===== config.mk =====
export PLATFORM = sky130hd
export DESIGN_NAME = i2s_rx
export DESIGN_NICKNAME = d
export VERILOG_FILES = /design/src/rtl/i2s_rx.sv
export SDC_FILE = /design/constraint.sdc
export NUM_CORES = 1
export LEC_CHECK = 0
export CAP_MARGIN = 20
export CORE_AREA = 2 2 157 159
export DETAILED_ROUTE_END_ITERATION = 10
export DIE_AREA = 0 0 159 161
export MAX_ROUTING_LAYER = met4
export PLACE_DENSITY_LB_ADDON = 0.12
export SLEW_MARGIN = 20
export SYNTH_ARGS = -nofsm -noshare
export SYNTH_HDL_FRONTEND = slang
export SYNTH_SLANG_ARGS = --single-unit

===== constraint.sdc =====
create_clock -name clk -period 10.4 [get_ports clk]
set_input_delay 1.56 -clock clk [delete_from_list [all_inputs] [get_ports clk]]
set_output_delay 1.56 -clock clk [all_outputs]
set_load 0.05 [all_outputs]

===== src/rtl/i2s_rx.sv =====
// Philips I2S receiver: oversamples the asynchronous I2S pins in the clk domain,
// recovers BCK rises and assembles MSB-aligned stereo samples with framing checks.
module i2s_rx #(
  parameter int SAMPLE_BITS = 24,
  parameter int MIN_BITS    = 16,
  parameter int SYNC_STAGES = 2
) (
  input  logic                   clk,
  input  logic                   rst,
  input  logic                   i2s_lrck,
  input  logic                   i2s_bck,
  input  logic                   i2s_data,
  output logic [SAMPLE_BITS-1:0] left_data,
  output logic [SAMPLE_BITS-1:0] right_data,
  output logic                   sample_valid,
  output logic                   frame_error
);

  typedef enum logic [1:0] {
    ST_SYNC  = 2'd0,
    ST_LEFT  = 2'd1,
    ST_RIGHT = 2'd2
  } state_t;

  state_t                 state_q;
  logic [SYNC_STAGES-1:0] lrck_sync_q;
  logic [SYNC_STAGES-1:0] bck_sync_q;
  logic [SYNC_STAGES-1:0] data_sync_q;
  logic                   bck_prev_q;
  logic                   rise_q;
  logic                   lrck_r_q;
  logic                   data_r_q;
  logic                   lrck_prev_q;
  logic [5:0]             cnt_q;
  logic [5:0]             cnt_d;
  logic [SAMPLE_BITS-1:0] word_q;
  logic [SAMPLE_BITS-1:0] word_d;
  logic [SAMPLE_BITS-1:0] left_hold_q;
  logic                   left_short_q;
  logic [SAMPLE_BITS-1:0] left_data_q;
  logic [SAMPLE_BITS-1:0] right_data_q;
  logic                   valid_q;
  logic                   ferr_q;
  logic                   word_end;
  logic                   cnt_short;

  // Current word with this rise's bit merged in; bits past SAMPLE_BITS match no position.
  always_comb begin
    word_d = word_q;
    for (int unsigned i = 0; i < SAMPLE_BITS; i++) begin
      if (int'(cnt_q) + int'(i) == SAMPLE_BITS - 1) word_d[i] = data_r_q;
    end
    cnt_d     = (cnt_q == 6'd63) ? cnt_q : cnt_q + 6'd1;
    cnt_short = int'(cnt_d) < MIN_BITS;
    word_end  = lrck_r_q != lrck_prev_q;
  end

  always_ff @(posedge clk or posedge rst) begin
    if (rst) begin
      state_q      <= ST_SYNC;
      lrck_sync_q  <= '0;
      bck_sync_q   <= '0;
      data_sync_q  <= '0;
      bck_prev_q   <= 1'b0;
      rise_q       <= 1'b0;
      lrck_r_q     <= 1'b0;
      data_r_q     <= 1'b0;
      lrck_prev_q  <= 1'b0;
      cnt_q        <= '0;
      word_q       <= '0;
      left_hold_q  <= '0;
      left_short_q <= 1'b0;
      left_data_q  <= '0;
      right_data_q <= '0;
      valid_q      <= 1'b0;
      ferr_q       <= 1'b0;
    end else begin
      lrck_sync_q <= SYNC_STAGES'({lrck_sync_q, i2s_lrck});
      bck_sync_q  <= SYNC_STAGES'({bck_sync_q, i2s_bck});
      data_sync_q <= SYNC_STAGES'({data_sync_q, i2s_data});
      bck_prev_q  <= bck_sync_q[SYNC_STAGES-1];
      // Edge strobe is registered together with the LRCK/DATA samples taken at the same instant.
      rise_q      <= bck_sync_q[SYNC_STAGES-1] & ~bck_prev_q;
      lrck_r_q    <= lrck_sync_q[SYNC_STAGES-1];
      data_r_q    <= data_sync_q[SYNC_STAGES-1];
      valid_q     <= 1'b0;
      ferr_q      <= 1'b0;
      if (rise_q) begin
        lrck_prev_q <= lrck_r_q;
        case (state_q)
          ST_SYNC: begin
            if (lrck_prev_q && !lrck_r_q) begin
              state_q <= ST_LEFT;
              cnt_q   <= '0;
              word_q  <= '0;
            end
          end
          ST_LEFT: begin
            if (word_end) begin
              left_hold_q  <= word_d;
              left_short_q <= cnt_short;
              cnt_q        <= '0;
              word_q       <= '0;
              state_q      <= ST_RIGHT;
            end else begin
              cnt_q  <= cnt_d;
              word_q <= word_d;
            end
          end
          ST_RIGHT: begin
            if (word_end) begin
              left_data_q  <= left_hold_q;
              right_data_q <= word_d;
              valid_q      <= 1'b1;
              ferr_q       <= left_short_q | cnt_short;
              cnt_q        <= '0;
              word_q       <= '0;
              state_q      <= ST_LEFT;
            end else begin
              cnt_q  <= cnt_d;
              word_q <= word_d;
            end
          end
          default: state_q <= ST_SYNC;
        endcase
      end
    end
  end

  assign left_data    = left_data_q;
  assign right_data   = right_data_q;
  assign sample_valid = valid_q;
  assign frame_error  = ferr_q;

endmodule


Yosys cells after proc, flatten, opt, wreduce, memory -nomap -nowiden
Cells that the tools add are included.
Word-level totals
  output and inout bits: 50
  register bits: 118
  memory bits (writable): 0
  latch bits: 0
  memories kept: 0
  input port bits: 5
  ROM bits: 0
Cells by class
  eq/ne operators: 31
  add/subtract/negate cells: 24
  $mul: 0
  muxes and demuxes: 41
  bitwise logic cells: 3
  divide/modulo/power cells: 0
  reductions and logical operators: 9
  shifts and indexed selects: 0
  order comparisons: 1
Operators with widths (number)
  7-bit by 5-bit == test with 1-bit output (second input constant): 23
  6-bit by 4-bit adder with 7-bit output (second input constant): 8
  6-bit by 5-bit adder with 7-bit output (second input constant): 8
  24-bit 2-to-1 mux: 2
  24-bit one-hot mux with 2 select lines: 1
  1-bit 2-to-1 mux: 30
  6-bit by 3-bit adder with 7-bit output (second input constant): 4
  6-bit 2-to-1 mux: 3
  6-bit by 2-bit adder with 7-bit output (second input constant): 2
  6-bit == test (second input constant): 2
  6-bit one-hot mux with 2 select lines: 1
  3-bit AND reduction: 3
  6-bit by 1-bit adder with 7-bit output (second input constant): 1
  6-bit by 1-bit adder with 6-bit output (second input constant): 1
  6-bit by 5-bit < comparator with 1-bit output (second input constant): 1
  2-bit 2-to-1 mux: 3
  2-bit != test (second input constant): 3
  2-bit one-hot mux with 3 select lines: 1
  4-bit AND reduction: 1
  2-bit by 1-bit == test with 1-bit output (second input constant): 1
  2-bit == test (second input constant): 1
  2-bit zero test: 1
  2-bit nonzero test: 1
  2-bit OR reduction: 1
  other kinds (6): 6

Depth between registers and ports, before layout
Gate-level depths: netlist (run 1).
  word-level depth: 7
  depth in mapped cells: 9
  depth with buffers taken out: 7

Least setup slack after synthesis (run 1)
Ideal clock, no wire load.
  kind: register -> register
  start point: reg cnt_q[1]
  end point: reg right_data_q[22] (netlist: right_data[22])
  path buffers: 2
  clock period less this slack: 2.329 ns
  setup slack: 8.071 ns
  stages on the path, launching flop included: 10
  setup time: 0.132 ns
  arrival: 2.197 ns
  path through: dfrtp_1 > clkbuf_1 > inv_1 > ha_1 > buf_6 > nor4b_2 > a21oi_1 > or4_4 > mux2i_1 > o21ai_1
Between the ends
  longest elaborated chain between the ends: 3
RTL lines
  from (decl): line 34  | logic [5:0] cnt_q;
  from (signal assigned): line 106  | cnt_q <= cnt_d;
  from (signal assigned): line 120  | cnt_q <= cnt_d;
  6-bit by 5-bit adder with 7-bit output: line 51  | if (int'(cnt_q) + int'(i) == SAMPLE_BITS - 1) word_d[i] = data_r_q;
  7-bit by 5-bit == test with 1-bit output: line 51
  1-bit 2-to-1 mux: line 51
  to (signal assigned): line 113  | right_data_q <= word_d;
  to (decl): line 41  | logic [SAMPLE_BITS-1:0] right_data_q;
Every way passes these cells.
A chain may end at the register's enable or synchronous reset.

Worst setup path in the final report (run 1)
  start point: reg cnt_q[4]
  end point: reg right_data_q[17] (netlist: right_data[17])
Same word-level chain as after synthesis.

==> qor.yml, run 1 <==
post_cts_resize_count: 0
cp-start-kind: "flop"
utilization_pct: 30.5
status: "finished, final reports clean"
drt-initial-drc-count: 314
seq_area_mm2: 0.00295
synth_area_mm2: 0.00591
drv_cap: 0
cp.arrival_ns: 3.58
io_buffers: 54
antenna_cells: 0
dpl_cell_area_mm2: 0.00670
ys_seq_elements: 118
hold_end: "lrck_sync_q[1]"
dp_slack_ns: 6.91
antenna_found_initial: 0
yosysWarnings: 0
clk_path_buf_depth: 2
final_layout_size_suffix_gt1_share_pct: 7.70
synth-edff-count: 0
vias: 4617
grt_pass1_wl_mm: 26.9
syn_inst: 627
p_per_area_mw_per_mm2: 206
synth_fp_nets: 650
grt_max_degree: 69
antenna_left: 0
rsz0062_at_grt: "false"
end_kind: "flop"
num-nets-final: 686
synth_cell_type_count: 63
setup_violations: 0
placementRows: 57
postCtsSetupRepairBufs: 0
skew_ns: 0.00858
io_pins: 55
area_delta_synth_final_pct: 23.9
critPathKind: "flop to flop"
hold_buffers: 0
avgRoutedWirePerCell_um: 16.4
wl_mm: 16.4
hold_start: "lrck_sync_q[0]"
fin_crit_ns: 3.31
gp_congestion: 0.852
synthTopCellsByArea: "dfrtp_1 (50%), nand2_1 (9.1%), ha_1 (3.8%)"
cts_tree: "done"
hpwl_mm: 10.7
multi_input_area_mm2: 0.00267
die_w_um: 159
fin_tns_setup_ns: 0
start_util_pct: 24.6
rr_worst_depth: 7
postSynthAreaPerCell_um2: 9.42
setup_slack_ns: 7.09
final_area_mm2: 0.00731
grtUsageTotal_pct: 13.9
fp.dieH_um: 161
layout_commonest_cell: "nand2_1"
grt_pass1_vias: 4654
max_freq_mhz: 302
slew_violations: 0
firstDrtPassIters: 5
whs_ns: 0.347
finalCritPeriodShare_pct: 31.8
async_reset_ff_share_pct: 100
ctsHtreeMaxLevel: 4
synth_top_cell_area_share_pct: 50.0
ys.flop_type: "dfrtp_1"
reg2reg_setup_slack_ns: 7.09
cts_root_buf: "clkbuf_16"
min_path_cells: 0
ir_drop_mv: 0.0936
timing.rr.start: "cnt_q[4]"
hold_class: "flop to flop"
drc: 0
final_cell_mix: "nand2_1 (142), dfrtp_1 (118), clkdlybuf4s50_1 (54), o21ai_0 (31), o21ai_1 (31)"
vias_per_cell: 4.62
cts.sinks: 118
synth_top_cell_by_area: "dfrtp_1"
r2r_end: "right_data[17]"
ys_seq_area_share_pct: 50.0
core-area_mm2: 0.0240
clock_latency_ns: 0.41
finalHoldViolCount: 0
fillers: 2522
cts_made_buffers: 17
clk_pin_slew_ns: 0.06
worst_pin_slew_ns: 1.03
worstPathMaxFanout: 29
maxSlewHeadroom_pct: 31.2
leakage_nw: 3.21
grt_overflow: 0
required_ns: 10.67
dieArea_mm2: 0.0256
[per-stage QoR]
step           power [mW]  cells
3_3_place_gp        0.903    968
3_5_place_dp        0.903    968
4_1_cts              1.53    999
5_1_grt              1.58    999
2_1_floorplan       0.793    627
6_report             1.51    999
[final cells by class]
class	count	area share [%]
Tap cell	324	5.54
Timing Repair Buffer	60	8.01
Clock buffer	22	6.35
Clock inverter	9	2.05
Multi-Input combinational cell	444	36.5
Sequential cell	118	40.4
Inverter	22	1.16
[registers in the layout (all words and copies together), names as in the netlist, 2 cells and up]
| name | count |
|---|---|
| state_q | 2 |
| left_data | 24 |
| left_hold_q | 24 |
| bck_sync_q | 2 |
| lrck_sync_q | 2 |
| right_data | 24 |
| data_sync_q | 2 |
| cnt_q | 6 |
| word_q | 24 |
[kinds of logic after synthesis]
logic type / after synthesis / synth area share [%]
AOI/OAI and AO/OA: 148 / 15.7
xor gates and xnor gates: 20 / 2.97
adders and majority gates: 18 / 3.81
buffers and inverters: 65 / 4.81
DFF: 118 / 50.0
muxes: 24 / 4.13
and+or+nand+nor: 234 / 18.6
[worst max-delay path, cell delays in order, from the launching register on]
cell and delay [ns]:
dfrtp_1 1.00, clkinv_1 0.48, ha_1 0.40, xnor2_1 0.21, nand4_1 0.15, a2111oi_2 0.53, mux2i_1 0.30, o21ai_1 0.08
[worst max path at each step]
| stage | startpoint | end | cells past startpoint |
|---|---|---|---|
| floorplan | rst | bck_prev_q | 1 |
| CTS | cnt_q[4] | right_data[17] | 7 |
| finish | cnt_q[4] | right_data[17] | 7 |
| global route | cnt_q[4] | right_data[17] | 7 |
| global placement | rst | left_data[13] | 3 |
| detailed placement | rst | left_data[10] | 3 |
[layer usage]
layer	vias up	GRT usage (%)	wire length (µm)
met1	2257	18.0	7810
met2	93	21.7	7690
met4	0	5.25	367
li1	2243	-	-
met3	24	2.70	544
met5	-	-	0
[cells in the mapped netlist, types with 3 or more instances]
cell type  instances
nand2_1          143
dfrtp_1          118
o21ai_0           31
o21ai_1           31
a21oi_1           27
clkbuf_1          23
mux2i_1           21
inv_1             19
ha_1              18
nand3_1           18
xnor2_1           17
buf_2             14
nor2_1            14
nor2b_1           10
o22ai_1           10
a31oi_1            8
a22o_1             7
and3_1             7
nand4_1            6
o211ai_1           6
nand2b_1           5
buf_4              4
nand3b_1           4
or3_1              4
a211o_1            3
a21o_1             3
mux2_2             3
nor3_1             3
o31ai_1            3
or4_1              3
or4_4              3
xor2_1             3
[power by group]
part / leakage [nW] / switching, mW / internal, mW
Clock: 0.296 / 0.206 / 0.411
Combinational: 1.31 / 0.234 / 0.116
Sequential: 1.60 / 0.0426 / 0.500
Total: 3.21 / 0.483 / 1.03
Power figures use the tool's default switching activity.
==> inputs of run 2 (changes only) <==
==> constraint.sdc (replaced) <==
create_clock -name clk -period 3.2 [get_ports clk]
set_input_delay 0.48 -clock clk [delete_from_list [all_inputs] [get_ports clk]]
set_output_delay 0.48 -clock clk [all_outputs]
set_load 0.05 [all_outputs]
==> run 2 against run 1 <==
  * Clock skew barely moved
  * Global-route usage rose by 1.2 points
  * Sequential cell count unchanged
==> qor.yml, run 2 (synthesized netlist as in run 1, its figures left out) <==
status: "finished, final reports clean"
ir_drop_mv: 0.252
antenna_found_initial: 0
grt_max_degree: 35
worstPathMaxFanout: 11
antenna_cells: 0
clk_path_buf_depth: 2
finalCritPeriodShare_pct: 86.0
setup_violations: 0
skew_ns: 0.00876
cts_made_buffers: 17
path_buf_inv: 1
fin_tns_setup_ns: 0
maxSlewHeadroom_pct: 55.5
fin_crit_ns: 2.75
clock_latency_ns: 0.41
p_per_area_mw_per_mm2: 656
cts.sinks: 118
drc: 0
required_ns: 3.48
cp-start-kind: "flop"
drv_cap: 0
avgRoutedWirePerCell_um: 17.7
grt_use_met1_pct: 20.9
leakage_nw: 3.34
path_delay_family: "simple AND/OR/NAND/NOR gates"
final_layout_size_suffix_gt1_share_pct: 11.4
start_util_pct: 24.6
cpMaxStageDelayCell: "dfrtp_1"
layout_commonest_cell: "nand2_1"
busiest_layer: "met2"
max_freq_mhz: 364
clk_pin_slew_ns: 0.06
gp_congestion: 0.889
worst_pin_slew_ns: 0.666
die_w_um: 159
hold_class: "flop to flop"
grt_overflow: 0
min_path_cells: 0
rr_worst_depth: 7
critPathKind: "flop to flop"
dieArea_mm2: 0.0256
grtUsageTotal_pct: 15.1
drt-initial-drc-count: 335
wl_mm: 18.2
core-area_mm2: 0.0240
max_stage_delay_ns: 0.52
final_cell_mix: "nand2_1 (142), dfrtp_1 (118), clkdlybuf4s50_1 (54), o21ai_0 (31), o21ai_1 (31)"
rsz0062_at_grt: "false"
vias: 4704
grt_pass1_wl_mm: 29.0
groute.layer.met2.usage_pct: 22.9
utilization_pct: 31.4
grt_pass1_vias: 4695
firstDrtPassIters: 4
cp.arrival_ns: 3.03
ctsHtreeMaxLevel: 4
io_pins: 55
fp.dieH_um: 161
whs_ns: 0.354
postCtsSetupRepairBufs: 0
end_kind: "flop"
crit_chain: "buf_4, ha_1, nand2_1, xnor2_1, or4_4, mux2i_1, o21ai_1"
io_buffers: 54
hpwl_mm: 13.0
cts_root_buf: "clkbuf_16"
area_delta_synth_final_pct: 27.6
finalHoldViolCount: 0
post_cts_resize_count: 0
num-nets-final: 712
hold_buffers: 0
cp.depth: 7
met3_usage_pct: 2.72
antenna_left: 0
slew_violations: 0
placementRows: 57
vias_per_cell: 4.58
cts_tree: "done"
==> run 2: cell types whose count changed in the layout (fill, tap and decap cells not counted) <==
cell        before  now
bufinv_16        4    3
clkbuf_1         3    2
clkbuf_8         2    1
buf_4            6   29
clkinv_4         0    3
clkinvlp_4       2    4
buf_12           0    3
inv_4            1    0
==> run 2: path summary, 6_finish.rpt <==
path | startpoint | endpoint | slack, ns
worst max-delay path | cnt_q[1] | right_data[1] | 0.45
worst min-delay path | data_sync_q[1] | data_r_q | 0.35
worst max register to register | cnt_q[1] | right_data[1] | 0.45
worst min register to register | data_sync_q[1] | data_r_q | 0.35
max in group asynchronous | rst | left_hold_q[18] | 2.04
min in group asynchronous | rst | left_hold_q[16] | 0.51
==> run 2: area by class of cell <==
| class | count | area (µm²) |
|---|---|---|
| fillers | 2493 | 16400 |
| inverters | 22 | 86.3 |
| multi-input cells | 444 | 2670 |
| repair buffers | 86 | 818 |
| clock inverters | 12 | 154 |
| well taps | 324 | 405 |
| clock buffers | 20 | 447 |
| flip-flops and latches | 118 | 2950 |
==> run 2: per-layer routing <==
layer,wire length (µm),vias up
li1,-,2306
met1,8980,2294
met2,8400,92
met3,557,12
met4,266,0
met5,0,-
==> run 2: report_power, final <==
group | total [mW] | internal [mW] | switching [mW]
clock | 1.96 | 1.24 | 0.718
combinational | 1.25 | 0.431 | 0.820
sequential | 1.73 | 1.62 | 0.106
total | 4.94 | 3.30 | 1.64
==> run 2: through the flow <==
step | cells | area, µm² | setup WS, ns | total power [mW]
4_1_cts | 1026 | 7530 | 0.456 | 5.03
5_1_grt | 1026 | 7530 | 0.327 | 5.19
2_1_floorplan | 627 | 5910 | 0.871 | 2.58
6_report | 1026 | 7530 | 0.449 | 4.94
3_5_place_dp | 994 | 6930 | 0.484 | 3.02
3_3_place_gp | 994 | 6930 | 0.457 | 3.02
==> inputs of run 3 (changes only) <==
--- a/config.mk
+++ b/config.mk
@@ -7,6 +7,7 @@
 export LEC_CHECK = 0
 export CAP_MARGIN = 20
 export CORE_AREA = 2 2 157 159
+export CTS_CLUSTER_DIAMETER = 40
 export DETAILED_ROUTE_END_ITERATION = 10
 export DIE_AREA = 0 0 159 161
 export MAX_ROUTING_LAYER = met4
==> results of run 3 <==
No change in the layout: final DEF, timing and power equal those of run 2.
